$ cat config.mk
export PLATFORM = sky130hd
export DESIGN_NAME = riscv_wb
export DESIGN_NICKNAME = d
export VERILOG_FILES = /design/src/rtl/riscv_wb_pkg.sv /design/src/rtl/riscv_wb_ldalign.sv /design/src/rtl/riscv_wb.sv
export SDC_FILE = /design/constraint.sdc
export NUM_CORES = 1
export LEC_CHECK = 0
export CORE_AREA = 2 2 130 132
export CTS_BUF_LIST = sky130_fd_sc_hd__clkbuf_8
export DETAILED_ROUTE_END_ITERATION = 8
export DIE_AREA = 0 0 132 134
export HOLD_SLACK_MARGIN = 0.08
export PLACE_DENSITY = 0.8
export SLEW_MARGIN = 20
export SYNTH_ARGS = -nofsm -noshare
export SYNTH_HDL_FRONTEND = slang
export SYNTH_HIERARCHICAL = 1
export SYNTH_SLANG_ARGS = --single-unit
$ cat constraint.sdc
create_clock -name clk_i -period 3.4 [get_ports clk_i]
set_clock_uncertainty 0.2 [all_clocks]
set_input_delay 0.85 -clock clk_i [delete_from_list [all_inputs] [get_ports clk_i]]
set_output_delay 0.85 -clock clk_i [all_outputs]
set_load 0.1 [all_outputs]
$ cat src/rtl/riscv_wb_pkg.sv
// ---------------------------------------------------------------------------
// riscv_wb_pkg
// Shared types and constants for the RV12 write-back stage:
//   - instruction_t / interrupts_exceptions_t pipeline payloads
//   - wb_state_t write-back FSM encoding
//   - major opcodes (instr[6:2]) and load funct3 codes
//   - exception cause bit positions raised by the load path
// ---------------------------------------------------------------------------
package riscv_wb_pkg;

   localparam int ILEN  = 32;
   localparam int EXC_W = 16;

   typedef struct packed {
      logic            bubble;
      logic [ILEN-1:0] instr;
   } instruction_t;

   typedef struct packed {
      logic             any;
      logic [EXC_W-1:0] cause;
   } interrupts_exceptions_t;

   typedef enum logic {RUN, LOAD_WAIT} wb_state_t;

   // Exception cause bit positions (RISC-V mcause numbering)
   localparam int CAUSE_MISALIGNED_LOAD   = 4;
   localparam int CAUSE_LOAD_ACCESS_FAULT = 5;
   localparam int CAUSE_LOAD_PAGE_FAULT   = 13;

   // Major opcodes, instr[6:2]
   localparam logic [4:0] OPC_LOAD     = 5'b00000;
   localparam logic [4:0] OPC_OP_IMM   = 5'b00100;
   localparam logic [4:0] OPC_AUIPC    = 5'b00101;
   localparam logic [4:0] OPC_OP_IMM32 = 5'b00110;
   localparam logic [4:0] OPC_OP       = 5'b01100;
   localparam logic [4:0] OPC_LUI      = 5'b01101;
   localparam logic [4:0] OPC_OP32     = 5'b01110;
   localparam logic [4:0] OPC_JALR     = 5'b11001;
   localparam logic [4:0] OPC_JAL      = 5'b11011;
   localparam logic [4:0] OPC_SYSTEM   = 5'b11100;

   // Load funct3
   localparam logic [2:0] LB  = 3'b000;
   localparam logic [2:0] LH  = 3'b001;
   localparam logic [2:0] LW  = 3'b010;
   localparam logic [2:0] LD  = 3'b011;
   localparam logic [2:0] LBU = 3'b100;
   localparam logic [2:0] LHU = 3'b101;
   localparam logic [2:0] LWU = 3'b110;

   // Opcodes whose instructions produce a register-file result
   function automatic logic writes_rd(input logic [4:0] opc);
      case (opc)
         OPC_LOAD, OPC_OP_IMM, OPC_AUIPC, OPC_OP_IMM32, OPC_OP,
         OPC_LUI, OPC_OP32, OPC_JALR, OPC_JAL, OPC_SYSTEM: writes_rd = 1'b1;
         default:                                          writes_rd = 1'b0;
      endcase
   endfunction

endpackage

$ cat src/rtl/riscv_wb_ldalign.sv
// ---------------------------------------------------------------------------
// riscv_wb_ldalign
// Combinational load-data aligner: shifts the raw bus word down to the
// addressed byte lane, sign/zero-extends by funct3, and flags misaligned
// accesses. With XLEN=32, LD and LWU behave as LW.
// Ports:
//   i_funct3      load funct3
//   i_adr         low address bits selecting the byte lane
//   i_q           raw load data from dmem
//   o_data        aligned and extended load result
//   o_misaligned  access not naturally aligned for its size
// ---------------------------------------------------------------------------
module riscv_wb_ldalign
   import riscv_wb_pkg::*;
#(
   parameter  int XLEN = 32,
   localparam int SB   = $clog2(XLEN/8)
) (
   input  logic [2:0]      i_funct3,
   input  logic [SB-1:0]   i_adr,
   input  logic [XLEN-1:0] i_q,
   output logic [XLEN-1:0] o_data,
   output logic            o_misaligned
);

   logic [XLEN-1:0] w_sh;

   assign w_sh = i_q >> {i_adr, 3'b000};

   always_comb begin
      o_data       = w_sh;
      o_misaligned = 1'b0;
      case (i_funct3)
         LB:  o_data = XLEN'($signed(w_sh[7:0]));
         LBU: o_data = XLEN'(w_sh[7:0]);
         LH:  begin
            o_data       = XLEN'($signed(w_sh[15:0]));
            o_misaligned = i_adr[0];
         end
         LHU: begin
            o_data       = XLEN'(w_sh[15:0]);
            o_misaligned = i_adr[0];
         end
         LW:  begin
            o_data       = XLEN'($signed(w_sh[31:0]));
            o_misaligned = |i_adr[1:0];
         end
         LWU: begin
            // on RV32 this is a full-width word, identical to LW
            o_data       = XLEN'(w_sh[31:0]);
            o_misaligned = |i_adr[1:0];
         end
         // On RV32 i_adr is 2 bits wide, so LD checks word alignment like LW
         LD:  o_misaligned = |i_adr;
         default: ;
      endcase
   end

endmodule

$ cat src/rtl/riscv_wb.sv
// ---------------------------------------------------------------------------
// riscv_wb
// RV12 write-back stage. Registers the MEM-stage result, terminates loads
// (waits for dmem response, aligns/extends data, raises load faults), drives
// the register-file write port and the committed exception vector, and
// stalls all upstream stages while a load is outstanding.
// Optional feature: define RV12_WB_LOAD_TIMEOUT_EN to add a load-wait
// watchdog that raises a load access fault after LOAD_TIMEOUT stall cycles.
// Ports:
//   clk_i, rst_ni              clock, synchronous active-low reset
//   wb_stall_o                 stall to MEM/EX/ID/IF (combinational)
//   mem_*_i                    MEM-stage pc/instr/exceptions/result/address
//   dmem_ack_i/err_i/page_fault_i/q_i  data-memory load response
//   wb_pc_o/insn_o/exceptions_o/badaddr_o  committed instruction state
//   wb_we_o/dst_o/r_o          register-file write port
// ---------------------------------------------------------------------------
module riscv_wb
   import riscv_wb_pkg::*;
#(
   parameter int              XLEN         = 32,
   parameter logic [XLEN-1:0] PC_INIT      = 'h200,
   parameter int              LOAD_TIMEOUT = 255
) (
   input  logic                   clk_i,
   input  logic                   rst_ni,
   output logic                   wb_stall_o,
   input  logic [XLEN-1:0]        mem_pc_i,
   input  instruction_t           mem_insn_i,
   input  interrupts_exceptions_t mem_exceptions_i,
   input  logic [XLEN-1:0]        mem_r_i,
   input  logic [XLEN-1:0]        mem_memadr_i,
   input  logic                   dmem_ack_i,
   input  logic                   dmem_err_i,
   input  logic                   dmem_page_fault_i,
   input  logic [XLEN-1:0]        dmem_q_i,
   output logic [XLEN-1:0]        wb_pc_o,
   output instruction_t           wb_insn_o,
   output interrupts_exceptions_t wb_exceptions_o,
   output logic [XLEN-1:0]        wb_badaddr_o,
   output logic                   wb_we_o,
   output logic [4:0]             wb_dst_o,
   output logic [XLEN-1:0]        wb_r_o
);

   localparam int SB = $clog2(XLEN/8);

   if ((XLEN != 32 && XLEN != 64) || LOAD_TIMEOUT < 1) begin : g_bad_cfg
      $error("riscv_wb: unsupported XLEN or LOAD_TIMEOUT");
   end

   wb_state_t              r_state, w_nxt;
   logic [XLEN-1:0]        r_pc, r_r, r_badaddr;
   instruction_t           r_insn;
   interrupts_exceptions_t r_exc;
   logic                   r_we;
   logic [4:0]             r_dst;

   logic [4:0]       w_opc, w_rd;
   logic             w_is_load, w_load_act, w_misal, w_stall, w_timeout;
   logic [XLEN-1:0]  w_ld_data;
   logic [EXC_W-1:0] w_ld_cause;
   logic             w_ld_fault;

   assign w_opc = mem_insn_i.instr[6:2];
   assign w_rd  = mem_insn_i.instr[11:7];

   assign w_is_load  = !mem_insn_i.bubble && (w_opc == OPC_LOAD);
   // A load already carrying an exception, or arriving while the stage is
   // flushing, never touches the bus
   assign w_load_act = w_is_load && !mem_exceptions_i.any && !r_exc.any;

   riscv_wb_ldalign #(.XLEN(XLEN)) u_ldalign (
      .i_funct3     (mem_insn_i.instr[14:12]),
      .i_adr        (mem_memadr_i[SB-1:0]),
      .i_q          (dmem_q_i),
      .o_data       (w_ld_data),
      .o_misaligned (w_misal)
   );

   // Gated by reset so upstream stages are released while reset is held
   assign w_stall = rst_ni && w_load_act && !w_misal && !dmem_ack_i &&
                    !dmem_err_i && !dmem_page_fault_i && !w_timeout;

`ifdef RV12_WB_LOAD_TIMEOUT_EN
   localparam int CW = $clog2(LOAD_TIMEOUT + 1);
   logic [CW-1:0] r_cnt;

   // r_cnt equals the number of stall cycles already spent on the load, so
   // the stall lasts exactly LOAD_TIMEOUT cycles
   always_ff @(posedge clk_i) begin
      if (!rst_ni || w_nxt == RUN) r_cnt <= '0;
      else if (r_state == RUN)     r_cnt <= CW'(1);
      else                         r_cnt <= r_cnt + 1'b1;
   end

   assign w_timeout = (r_state == LOAD_WAIT) && (r_cnt >= CW'(LOAD_TIMEOUT));
`else
   assign w_timeout = 1'b0;
`endif

   // Load fault priority: misaligned > page fault > access fault.
   // Any fault overrides a coincident ack.
   always_comb begin
      w_ld_cause = '0;
      if (w_load_act && !w_stall) begin
         if (w_misal)                       w_ld_cause[CAUSE_MISALIGNED_LOAD]   = 1'b1;
         else if (dmem_page_fault_i)        w_ld_cause[CAUSE_LOAD_PAGE_FAULT]   = 1'b1;
         else if (dmem_err_i || w_timeout)  w_ld_cause[CAUSE_LOAD_ACCESS_FAULT] = 1'b1;
      end
   end

   assign w_ld_fault = |w_ld_cause;

   always_ff @(posedge clk_i) begin
      if (!rst_ni) r_state <= RUN;
      else         r_state <= w_nxt;
   end

   always_comb begin
      w_nxt = r_state;
      case (r_state)
         RUN:       if (w_stall)  w_nxt = LOAD_WAIT;
         LOAD_WAIT: if (!w_stall) w_nxt = RUN;
         default:                 w_nxt = RUN;
      endcase
   end

   always_ff @(posedge clk_i) begin
      if (!rst_ni) begin
         r_pc        <= PC_INIT;
         r_insn      <= '{bubble: 1'b1, instr: '0};
         r_exc       <= '0;
         r_we        <= 1'b0;
         r_dst       <= '0;
         r_r         <= '0;
         r_badaddr   <= '0;
      end else begin
         // Stalled cycles and the flush cycle after an exception commit
         // nothing, preventing a double write-back
         r_insn.bubble <= w_stall || r_exc.any || mem_insn_i.bubble;
         r_we          <= !w_stall && !r_exc.any && !mem_insn_i.bubble &&
                          writes_rd(w_opc) && (w_rd != 5'd0) &&
                          !mem_exceptions_i.any && !w_ld_fault;

         if (r_exc.any || w_stall) r_exc <= '0;
         else begin
            r_exc.any   <= mem_exceptions_i.any | w_ld_fault;
            r_exc.cause <= mem_exceptions_i.cause | w_ld_cause;
         end

         if (!w_stall) begin
            r_pc         <= mem_pc_i;
            r_insn.instr <= mem_insn_i.instr;
            r_dst        <= w_rd;
            r_r          <= w_is_load ? w_ld_data : mem_r_i;
         end

         if (w_ld_fault) r_badaddr <= mem_memadr_i;
      end
   end

   assign wb_stall_o      = w_stall;
   assign wb_pc_o         = r_pc;
   assign wb_insn_o       = r_insn;
   assign wb_exceptions_o = r_exc;
   assign wb_badaddr_o    = r_badaddr;
   assign wb_we_o         = r_we;
   assign wb_dst_o        = r_dst;
   assign wb_r_o          = r_r;

endmodule

==> impl_metrics.tcl <==
set metrics [dict create \
    grt_pass1_vias 6060 \
    fin_util 0.595 \
    cap_violations 0 \
    cp-startpoint "mem_insn_i[6]" \
    ctsLongestPathBuffers 2 \
    yosys.area_share.simple 0.232 \
    die-area_mm2 0.0177 \
    syn2layout_area_growth_pct 60.0 \
    finalWorstSetupSlack_ps 106 \
    end_kind "output pin" \
    pin_count 336 \
    rows 47 \
    synth_fa_ha_area_frac 0 \
    start_kind "input port" \
    die_w_um 132 \
    multiInputGateArea_mm2 0.00278 \
    synth-seq-cells 147 \
    placed_cells 1287 \
    fmax_mhz 304 \
    nFillCells 1490 \
    drt_iter0_markers 250 \
    peakVddDrop_uv 219 \
    final_cell_count_no_fill 1323 \
    hold_violations 0 \
    slew_violations 0 \
    routed_wirelength_um 20700 \
    crit_end "wb_stall_o" \
    netlist_instances 770 \
    grt_pass1_wl_um 31700 \
    synth_top_family_by_area "simple AND/OR/NAND/NOR gates" \
    fp.coreArea_mm2 0.0163 \
    register_area_mm2 0.00294 \
    wire_per_inst_um 15.6 \
    rsz0062_at_grt "no" \
    synth_area_mm2 0.00606 \
    yosysSeqAreaShare 0.486 \
    tightestPinTransition_ps 735 \
    reg2reg_depth 7 \
    crit_path_max_incr_delay_ps 520 \
    synth.mux.area_fraction 0.0330 \
    cts_num_sinks 147 \
    synth_nets 953 \
    hold_buffers 0 \
    drc_errors 0 \
    r2r_start "wb_exceptions_o[16]" \
    synth.distinct_cells 40 \
    nets 1272 \
    port_buffers 335 \
    p_leak_nw 4.20 \
    synthXorXnorAreaFrac 0 \
    cts_tree "done" \
    fin_crit_sh 0.969 \
    initial_core_util 0.372 \
    drive_gt1_frac 0.210 \
    crit_fanout 4 \
    critPathKind "in -> out" \
    place_hpwl_um 15000 \
    min_period_ps 3290 \
    crit_arrival_ps 2240 \
    dr_total_vias 6389 \
    relSlewSlack 0.510 \
    hold_slack_ps 253 \
    setup_tns_ps 0 \
    reg2reg_setup_slack_ps 1340 \
    grt_start_max_net_pins 96 \
    overflow 0 \
    root_buffer "clkbuf_8" \
    synth-compound-area-share 0.189 \
    gr-usage-all-layers 0.226 \
    hold_path_class "reg -> reg" \
    postRouteAntennaNets 0 \
    h-tree-depth 4 \
    dr.pass1.iters 4 \
    cts_buffers 17 \
    clkTransAtPathRegs_ps 80 \
    pre_cts_ws_ps 13.7 \
    cp_slowest_cell "clkdlybuf4s50_1" \
    avgSynthCellArea_um2 7.87 \
    crit_chain "clkdlybuf4s50_1, nor4_4, buf_4, nand4_4, inv_4, buf_12" \
    critical_path_required_ps 2350 \
    finalSetupViolations 0 \
    die_h_um 134 \
    insertion_delay_ps 430 \
    cellPowerDensity_mw_per_mm2 459 \
    rr_endpoint "wb_r_o[21]" \
    ys_warn_count 6 \
    vias_per_cell 4.83 \
    globalplace.congestion 0.810 \
    status "finished clean" \
    antenna_found_initial 2 \
]
-- logic make-up after synthesis --
| logic type | after synthesis |
|---|---|
| and+or+nand+nor | 334 |
| DFF | 147 |
| AOI/OAI and AO/OA | 201 |
| buffers and inverters | 68 |
| muxes | 20 |
-- routing by layer --
| layer | up-vias | track usage | share of wire |
|---|---|---|---|
| met4 | 2 | 0.0664 | 0.019 |
| li1 | 3206 | - | - |
| met1 | 2910 | 0.264 | 0.41 |
| met5 | - | 0 | 0.00053 |
| met2 | 242 | 0.395 | 0.50 |
| met3 | 29 | 0.0756 | 0.074 |
-- metrics by stage --
step	instance area, um2	total power, mW
6_report	9700	4.45
5_1_grt	9690	4.61
4_1_cts	9640	4.50
3_5_place_dp	9220	3.04
3_3_place_gp	9220	3.03
2_1_floorplan	6070	2.63
-- worst max-delay path: cells and delay by family --
family	cells	cell delay (ps)
buffers and inverters	4	970
AND/OR/NAND/NOR	2	430
-- sequential cells by signal, indices dropped and copies added (netlist names) --
register	cells
wb_badaddr_o	32
wb_exceptions_o	17
wb_insn_o	33
wb_pc_o	32
wb_r_o	32
wb_we_o	1
-- synth_stat cells --
cell type	count	area, um2
or2_2	1	6.26
buf_2	20	100
mux2i_1	20	200
inv_2	1	3.75
buf_6	8	90.1
nor3_1	1	5.00
a31oi_1	34	213
o21ai_0	39	195
clkbuf_2	1	5.00
nand2_1	263	987
and3_1	1	6.26
a311oi_1	1	8.76
a21boi_2	1	11.3
o21ai_2	2	17.5
a311oi_2	1	15.0
buf_4	6	45.0
nand3_1	2	10.0
nand3b_1	2	15.0
nor4_4	1	21.3
clkinv_1	1	3.75
or3_1	1	6.26
and2_1	15	93.8
buf_1	1	3.75
a21boi_0	1	7.51
dfxtp_1	147	2940
nand2b_4	1	13.8
or4_1	1	7.51
a21oi_1	105	526
nor4bb_1	1	10.0
a22oi_1	1	7.51
o211ai_2	1	12.5
nor4_2	2	25.0
nor2_1	27	101
nor2b_1	11	68.8
nand2b_1	3	18.8
clkbuf_1	27	101
a211oi_1	14	105
a311oi_4	1	26.3
inv_1	3	11.3
nand4_2	1	12.5
-- final cells by class --
type / instances / area share
Sequential cell: 147 / 0.304
Clock buffer: 17 / 0.0241
Timing Repair Buffer: 363 / 0.335
Clock inverter: 15 / 0.0192
Multi-Input combinational cell: 555 / 0.287
Inverter: 5 / 0.00232
Tap cell: 220 / 0.0284
Antenna cell: 1 / 0.000258
-- cells in the final DEF (no fill, tap or decap), drive strengths merged --
cell type / Yosys / layout
nand3b: 2 / 2
and3: 1 / 1
bufinv: 0 / 2
nand2b: 4 / 4
a21oi: 105 / 105
nor4: 3 / 3
inv: 4 / 13
or2: 1 / 1
a22oi: 1 / 1
clkinvlp: 0 / 1
dfxtp: 147 / 147
clkdlybuf4s50: 0 / 177
or3: 1 / 1
o21ai: 41 / 41
a311oi: 3 / 3
or4: 1 / 1
nor4bb: 1 / 1
clkbuf: 28 / 17
nand2: 263 / 263
clkinv: 1 / 4
and2: 15 / 15
nor3: 1 / 1
a211oi: 14 / 14
dlymetal6s2s: 0 / 4
o211ai: 1 / 1
nand4: 1 / 1
diode: 0 / 1
mux2i: 20 / 20
nor2: 27 / 27
a21boi: 2 / 2
nand3: 2 / 2
nor2b: 11 / 11
a31oi: 34 / 34
buf: 35 / 182
-- report_power, final --
| part | switching, mW | internal (mW) |
|---|---|---|
| combinational | 0.795 | 0.376 |
| sequential | 0.0372 | 1.80 |
| clock | 0.758 | 0.689 |
| total | 1.59 | 2.86 |
-- worst min path at each step --
| stage | startpoint | to | slack [ps] | depth (start not counted) |
|---|---|---|---|---|
| after floorplan | wb_insn_o[0] | wb_insn_o[0] | 680 | 2 |
| after detailed placement | wb_pc_o[22] | wb_pc_o[22] | 240 | 2 |
| after global placement | wb_pc_o[13] | wb_pc_o[13] | 240 | 2 |
| after global routing | wb_insn_o[31] | wb_insn_o[31] | 270 | 2 |
| final | wb_pc_o[11] | wb_pc_o[11] | 250 | 2 |
| after CTS | wb_pc_o[11] | wb_pc_o[11] | 260 | 2 |
-- what timing repair did --
| item | in CTS | in global routing |
|---|---|---|
| resized for setup | 0 | 8 |
| buffers inserted | 0 | 3 |
| setup endpoints to repair | 0 | 1 |
No activity file was read; power rests on OpenSTA's default activity.
==> RTL change 1, RTL diff (config.mk and constraints unchanged) <==
`EXC_W`: 16 -> 32.
--- a/src/rtl/riscv_wb_pkg.sv
+++ b/src/rtl/riscv_wb_pkg.sv
@@ -10,5 +10,5 @@
 
    localparam int ILEN  = 32;
-   localparam int EXC_W = 16;
+   localparam int EXC_W = 32;
 
    typedef struct packed {
Ports: changed (resized mem_exceptions_i and wb_exceptions_o); port bits go from 336 to 368. No check against the original RTL was run, so the function may have changed too.
==> RTL change 1 against the original RTL <==
Routed wire length up 9.0%. Total power is 7.9% higher. Count of clock-buffer cells in the layout did not move. Setup slack worse by 3.4 ps. Area after synthesis increased by 7.3%. Highest routed layer is now met4. Sequential cell count increased by 16. Design area is 6.4% higher.
==> RTL change 1: results (changes against the original RTL) <==
stage	metric	value	unit	change
grt	met1 Use GR	0.266		was 0.264
grt	antenna violations before repair	0		was 2
synth	Compound-Gate Fraction of Synth Area	0.176		was 0.189
power_and_ir_drop	peak supply drop	0.226	mV	was 0.219 mV
grt	met2 Usage GRT	0.449		was 0.395
detailed_routing	initial DRC count	345		was 250
synth	Syn Nets	1003		was 953
synth	synth top area cells	dfxtp_1, nand2_1, a21oi_1, a31oi_1, mux2i_1		unchanged
worst_hold_path	hold endpoint	wb_insn_o[13]$_SDFFE_PN0N_		was wb_pc_o[11]$_SDFFE_PN0N_
finish	# nets final	1349		was 1272
grt	met3 usage	0.0816		was 0.0756
outcome	outcome	finished, final reports clean		unchanged
clocking	clock latency on the worst-skew pair	450	ps	was 430 ps
finish	share of layout cells above drive strength 1	0.208		was 0.210
synth	Yosys cell types	39		was 40
finish	final-layout fill cell count	1427		was 1490
synth	post-synthesis mux area share	0.0308		was 0.0330
finish	antenna cells	0		was 1
place	Port Buffer Count	367		was 335
place	worst setup slack after placement	-105	ps	was 13.7 ps
place	Cell Area, Placed	9900	sq um	was 9220 sq um
critical_path	crit path max fanout	2		was 4
detailed_routing	length of the first detailed-routing pass in iterations	5		was 4
sta	worst-margin pin slew	1030	ps	was 735 ps
critical_path	Reg2Reg Launch Point	wb_exceptions_o[32]$_SDFF_PP0_		was wb_exceptions_o[16]$_SDFF_PP0_
worst_hold_path	worst hold start	wb_insn_o[13]$_SDFFE_PN0N_		was wb_pc_o[11]$_SDFFE_PN0N_
grt	GR Util All Layers	0.244		was 0.226
critical_path	flop-to-flop setup slack	1310	ps	was 1340 ps
place	gpl congestion	0.812		was 0.810
synth	Seq/Total Area, Yosys	0.502		was 0.486
RTL change 1: cell count changes after synthesis:
| cell | delta |
|---|---|
| buf_2 | -3 |
| and2_1 | +16 |
| buf_4 | +3 |
| nor4_2 | -1 |
| dfxtp_1 | +16 |
| clkbuf_1 | +3 |
| nor4_4 | +1 |
| clkbuf_2 | -1 |
RTL change 1: routing by layer:
metal  wire length, microns  vias to the layer above
met5                      0                        -
met4                    428                        0
met3                   1670                       29
met2                  11800                      263
met1                   8610                     3143
li1                       -                     3362
RTL change 1: area by class of cell:
| cell class | instances | share of cell area |
|---|---|---|
| Timing Repair Buffer | 392 | 0.336 |
| Sequential cell | 163 | 0.316 |
| Multi-Input combinational cell | 571 | 0.279 |
| Tap cell | 220 | 0.0267 |
| Clock buffer | 17 | 0.0227 |
| Clock inverter | 15 | 0.0169 |
| Inverter | 5 | 0.00194 |
RTL change 1: kinds of logic after synthesis:
kind of cell / after synthesis
flip-flops: 163
multiplexers: 20
buffers and inverters: 70
AND/OR/NAND/NOR: 350
AO/OA/AOI/OAI: 201
RTL change 1: timing repair:
item                                    in CTS  in global routing
resized for setup                            4                  0
endpoints found under the setup margin       1                  0
setup buffers                                1                  0
RTL change 1: worst max-delay path by stage:
stage | startpoint | to | slack (ps)
3_3_place_gp | mem_insn_i[12] | wb_stall_o | -10
4_1_cts | mem_insn_i[14] | wb_stall_o | 90
5_1_grt | mem_insn_i[14] | wb_stall_o | 30
3_5_place_dp | mem_insn_i[12] | wb_r_o[27]$_SDFFE_PN0N_ | -110
2_1_floorplan | mem_memadr_i[1] | wb_stall_o | 60
6_report | mem_insn_i[14] | wb_stall_o | 100
RTL change 1: through the flow:
step / instances / hold WS, ps / utilization / TNS, ps
3_5_place_dp: 1350 / 243 / 0.608 / -3050
2_1_floorplan: 804 / 679 / - / 0
5_1_grt: 1383 / 273 / 0.633 / 0
6_report: 1383 / 255 / 0.633 / 0
3_3_place_gp: 1350 / 239 / 0.608 / -15.3
4_1_cts: 1383 / 258 / 0.633 / 0
RTL change 1: report_power, final:
group          total (mW)  switching, mW  leakage (nW)  internal (mW)
registers            2.04         0.0408          1.35           1.99
logic                1.29          0.885          2.91          0.408
clock network        1.47          0.798         0.208          0.676
RTL change 1: worst max-delay path: cells and delay by family:
family | cells | cell delay, ps
AO/OA/AOI/OAI | 1 | 100
buffers and inverters | 4 | 940
AND/OR/NAND/NOR | 2 | 350
==> RTL change 2, RTL diff (config.mk and constraints unchanged) <==
Made on the original files. Build with the macro `RV12_WB_LOAD_TIMEOUT_EN` defined.
--- a/src/rtl/riscv_wb.sv
+++ b/src/rtl/riscv_wb.sv
@@ -15,4 +15,6 @@
 //   wb_we_o/dst_o/r_o          register-file write port
 // ---------------------------------------------------------------------------
+`define RV12_WB_LOAD_TIMEOUT_EN
+
 module riscv_wb
    import riscv_wb_pkg::*;
Formal check against the unedited RTL: same outputs for any inputs over 4 cycles, from zero or initial values and one cycle with rst_ni low; that may be too few to reach the edited logic, so the function may still have changed.
==> RTL change 2 against the original RTL <==
Area after synthesis rose by 16%. Sequential cell count rose by 9. Sequential share of layout area fell by 1.3 points. Critical path depth did not move. Setup slack got worse by 7.4 ps. Routed wire length rose by 4.0%. First-iteration DRC count rose by 41%. Total power rose by 7.9%. Design area rose by 11%. Critical path type unchanged. Critical endpoint unchanged. Largest cell class is now multi-input gates. Highest routed layer is now met4.
==> RTL change 2: results (changes against the original RTL) <==
stage	metric	value	unit	change
detailed_routing	initial DRC count	352		was 250
synth	synth warn	6		unchanged
clocking	clk root buf	clkbuf_8		unchanged
finish	# nets final	1291		was 1272
place	Port Buffer Count	335		unchanged
clocking	TritonCTS Buffers	17		unchanged
critical_path	crit path max fanout	3		was 4
finish	antenna cells	0		was 1
grt	met3 usage	0.0661		was 0.0756
clocking	clock tree buffer depth	2		unchanged
detailed_routing	length of the first detailed-routing pass in iterations	5		was 4
worst_hold_path	Worst Hold Class	reg2reg		unchanged
power_and_ir_drop	peak supply drop	0.254	mV	was 0.219 mV
grt	GR Util All Layers	0.237		was 0.226
synth	Syn Nets	971		was 953
outcome	outcome	finished, final reports clean		unchanged
synth	Main synth FF type	dfxtp_1		unchanged
grt	antenna violations before repair	0		was 2
finish	final-layout fill cell count	1340		was 1490
finish	Largest register FFs	33		unchanged
place	gpl congestion	0.849		was 0.810
synth	mean post-synth cell area	8.90	sq um	was 7.87 sq um
detailed_routing	Avg Vias per Cell	5.03		was 4.83
place	Cell Area, Placed	10200	sq um	was 9220 sq um
detailed_routing	ANT nets after route	0		unchanged
synth	Post-synth top cells	nand2_1, dfxtp_1, mux2i_1, a21oi_1, clkbuf_1		was nand2_1, dfxtp_1, a21oi_1, o21ai_0, a31oi_1
synth	Yosys cell types	45		was 40
detailed_routing	Routed WL	21.5	mm	was 20.7 mm
grt	met2 Usage GRT	0.402		was 0.395
place	Post-DP HPWL	15.6	mm	was 15.0 mm
detailed_routing	post-DR wirelength/cell	16.1	microns	was 15.6 microns
finish	share of layout cells above drive strength 1	0.212		was 0.210
grt	global-route wire length before repair	33.5	mm	was 31.7 mm
sta	Relative slew margins	0.361		was 0.510
synth	Async SR Flop Fraction	0		unchanged
synth	synth top area cells	dfxtp_1, mux2i_1, nand2_1, o31ai_1, a21oi_1		was dfxtp_1, nand2_1, a21oi_1, a31oi_1, mux2i_1
grt	met1 Use GR	0.287		was 0.264
synth	Seq/Total Area, Yosys	0.446		was 0.486
grt	largest net degree at the start of global routing	226		was 96
clocking	H-tree levels	4		unchanged
power_and_ir_drop	LEAKAGE	4.59	nW	was 4.20 nW
clocking	clock latency on the worst-skew pair	450	ps	was 430 ps
grt	vias in the first global route	6366		was 6060
clocking	register clock-pin slew on the reported worst setup and hold paths	90	ps	
-- RTL change 2: cell types whose count changed after synthesis, moves of 26 or more --
cell and change:
a21oi_1 -61, a31oi_1 -33, mux2i_1 +117, nand2_1 -57, o21ai_0 -26, o31ai_1 +32
-- RTL change 2: critical path: stages --
cell and delay, ps:
clkdlybuf4s50_1 430, nor4_2 270, buf_4 160, and3_4 180, and3_4 190, buf_12 170
-- RTL change 2: timing repair --
action                                  in CTS  in global routing
resized for setup                            7                  6
setup buffers                                0                  1
pin swaps                                    2                  4
endpoints found under the setup margin       1                  1
-- RTL change 2: cell type report --
type                    instances  area share
multi-input cells             562       0.333
well taps                     220      0.0256
flip-flops and latches        156       0.290
clock inverters                14      0.0215
clock buffers                  17      0.0217
inverters                       4     0.00140
repair buffers                366       0.307
-- RTL change 2: power by group --
| part | switching (mW) | internal, mW |
|---|---|---|
| Clock | 0.746 | 0.890 |
| Combinational | 0.828 | 0.395 |
| Sequential | 0.0402 | 1.90 |
-- RTL change 2: logic make-up after synthesis --
family,after synthesis,share of synthesized area
fa+ha+maj,1,0.00179
mux,137,0.196
simple gates,287,0.173
flops,156,0.446
compound gates,132,0.123
buf+inv,69,0.0545
xor+xnor,5,0.00625
-- RTL change 2: metrics by stage --
stage | hold WS, ps | utilization | worst slack, ps
2_1_floorplan | 225 | - | 15.7
6_report | 255 | 0.661 | 98.8
3_3_place_gp | 237 | 0.629 | -430
5_1_grt | 274 | 0.661 | 4.03
4_1_cts | 259 | 0.658 | 17.0
3_5_place_dp | 243 | 0.629 | -426
-- RTL change 2: final timing paths --
check	start	slack, ps	to	depth (start not counted)
setup / recovery	mem_exceptions_i[16]	100	wb_stall_o	6
hold / removal	wb_insn_o[6]$_SDFFE_PN0N_	250	wb_insn_o[6]$_SDFFE_PN0N_	2
setup reg to reg	r_cnt[0]$_SDFF_PP0_	1230	wb_badaddr_o[17]$_SDFFE_PN0P_	6
hold reg to reg	wb_insn_o[6]$_SDFFE_PN0N_	250	wb_insn_o[6]$_SDFFE_PN0N_	2
-- RTL change 2: layer usage --
layer	part of all wire	up-vias
met2	0.49	276
met3	0.075	39
li1	-	3333
met5	0	-
met4	0.024	0
met1	0.41	3084
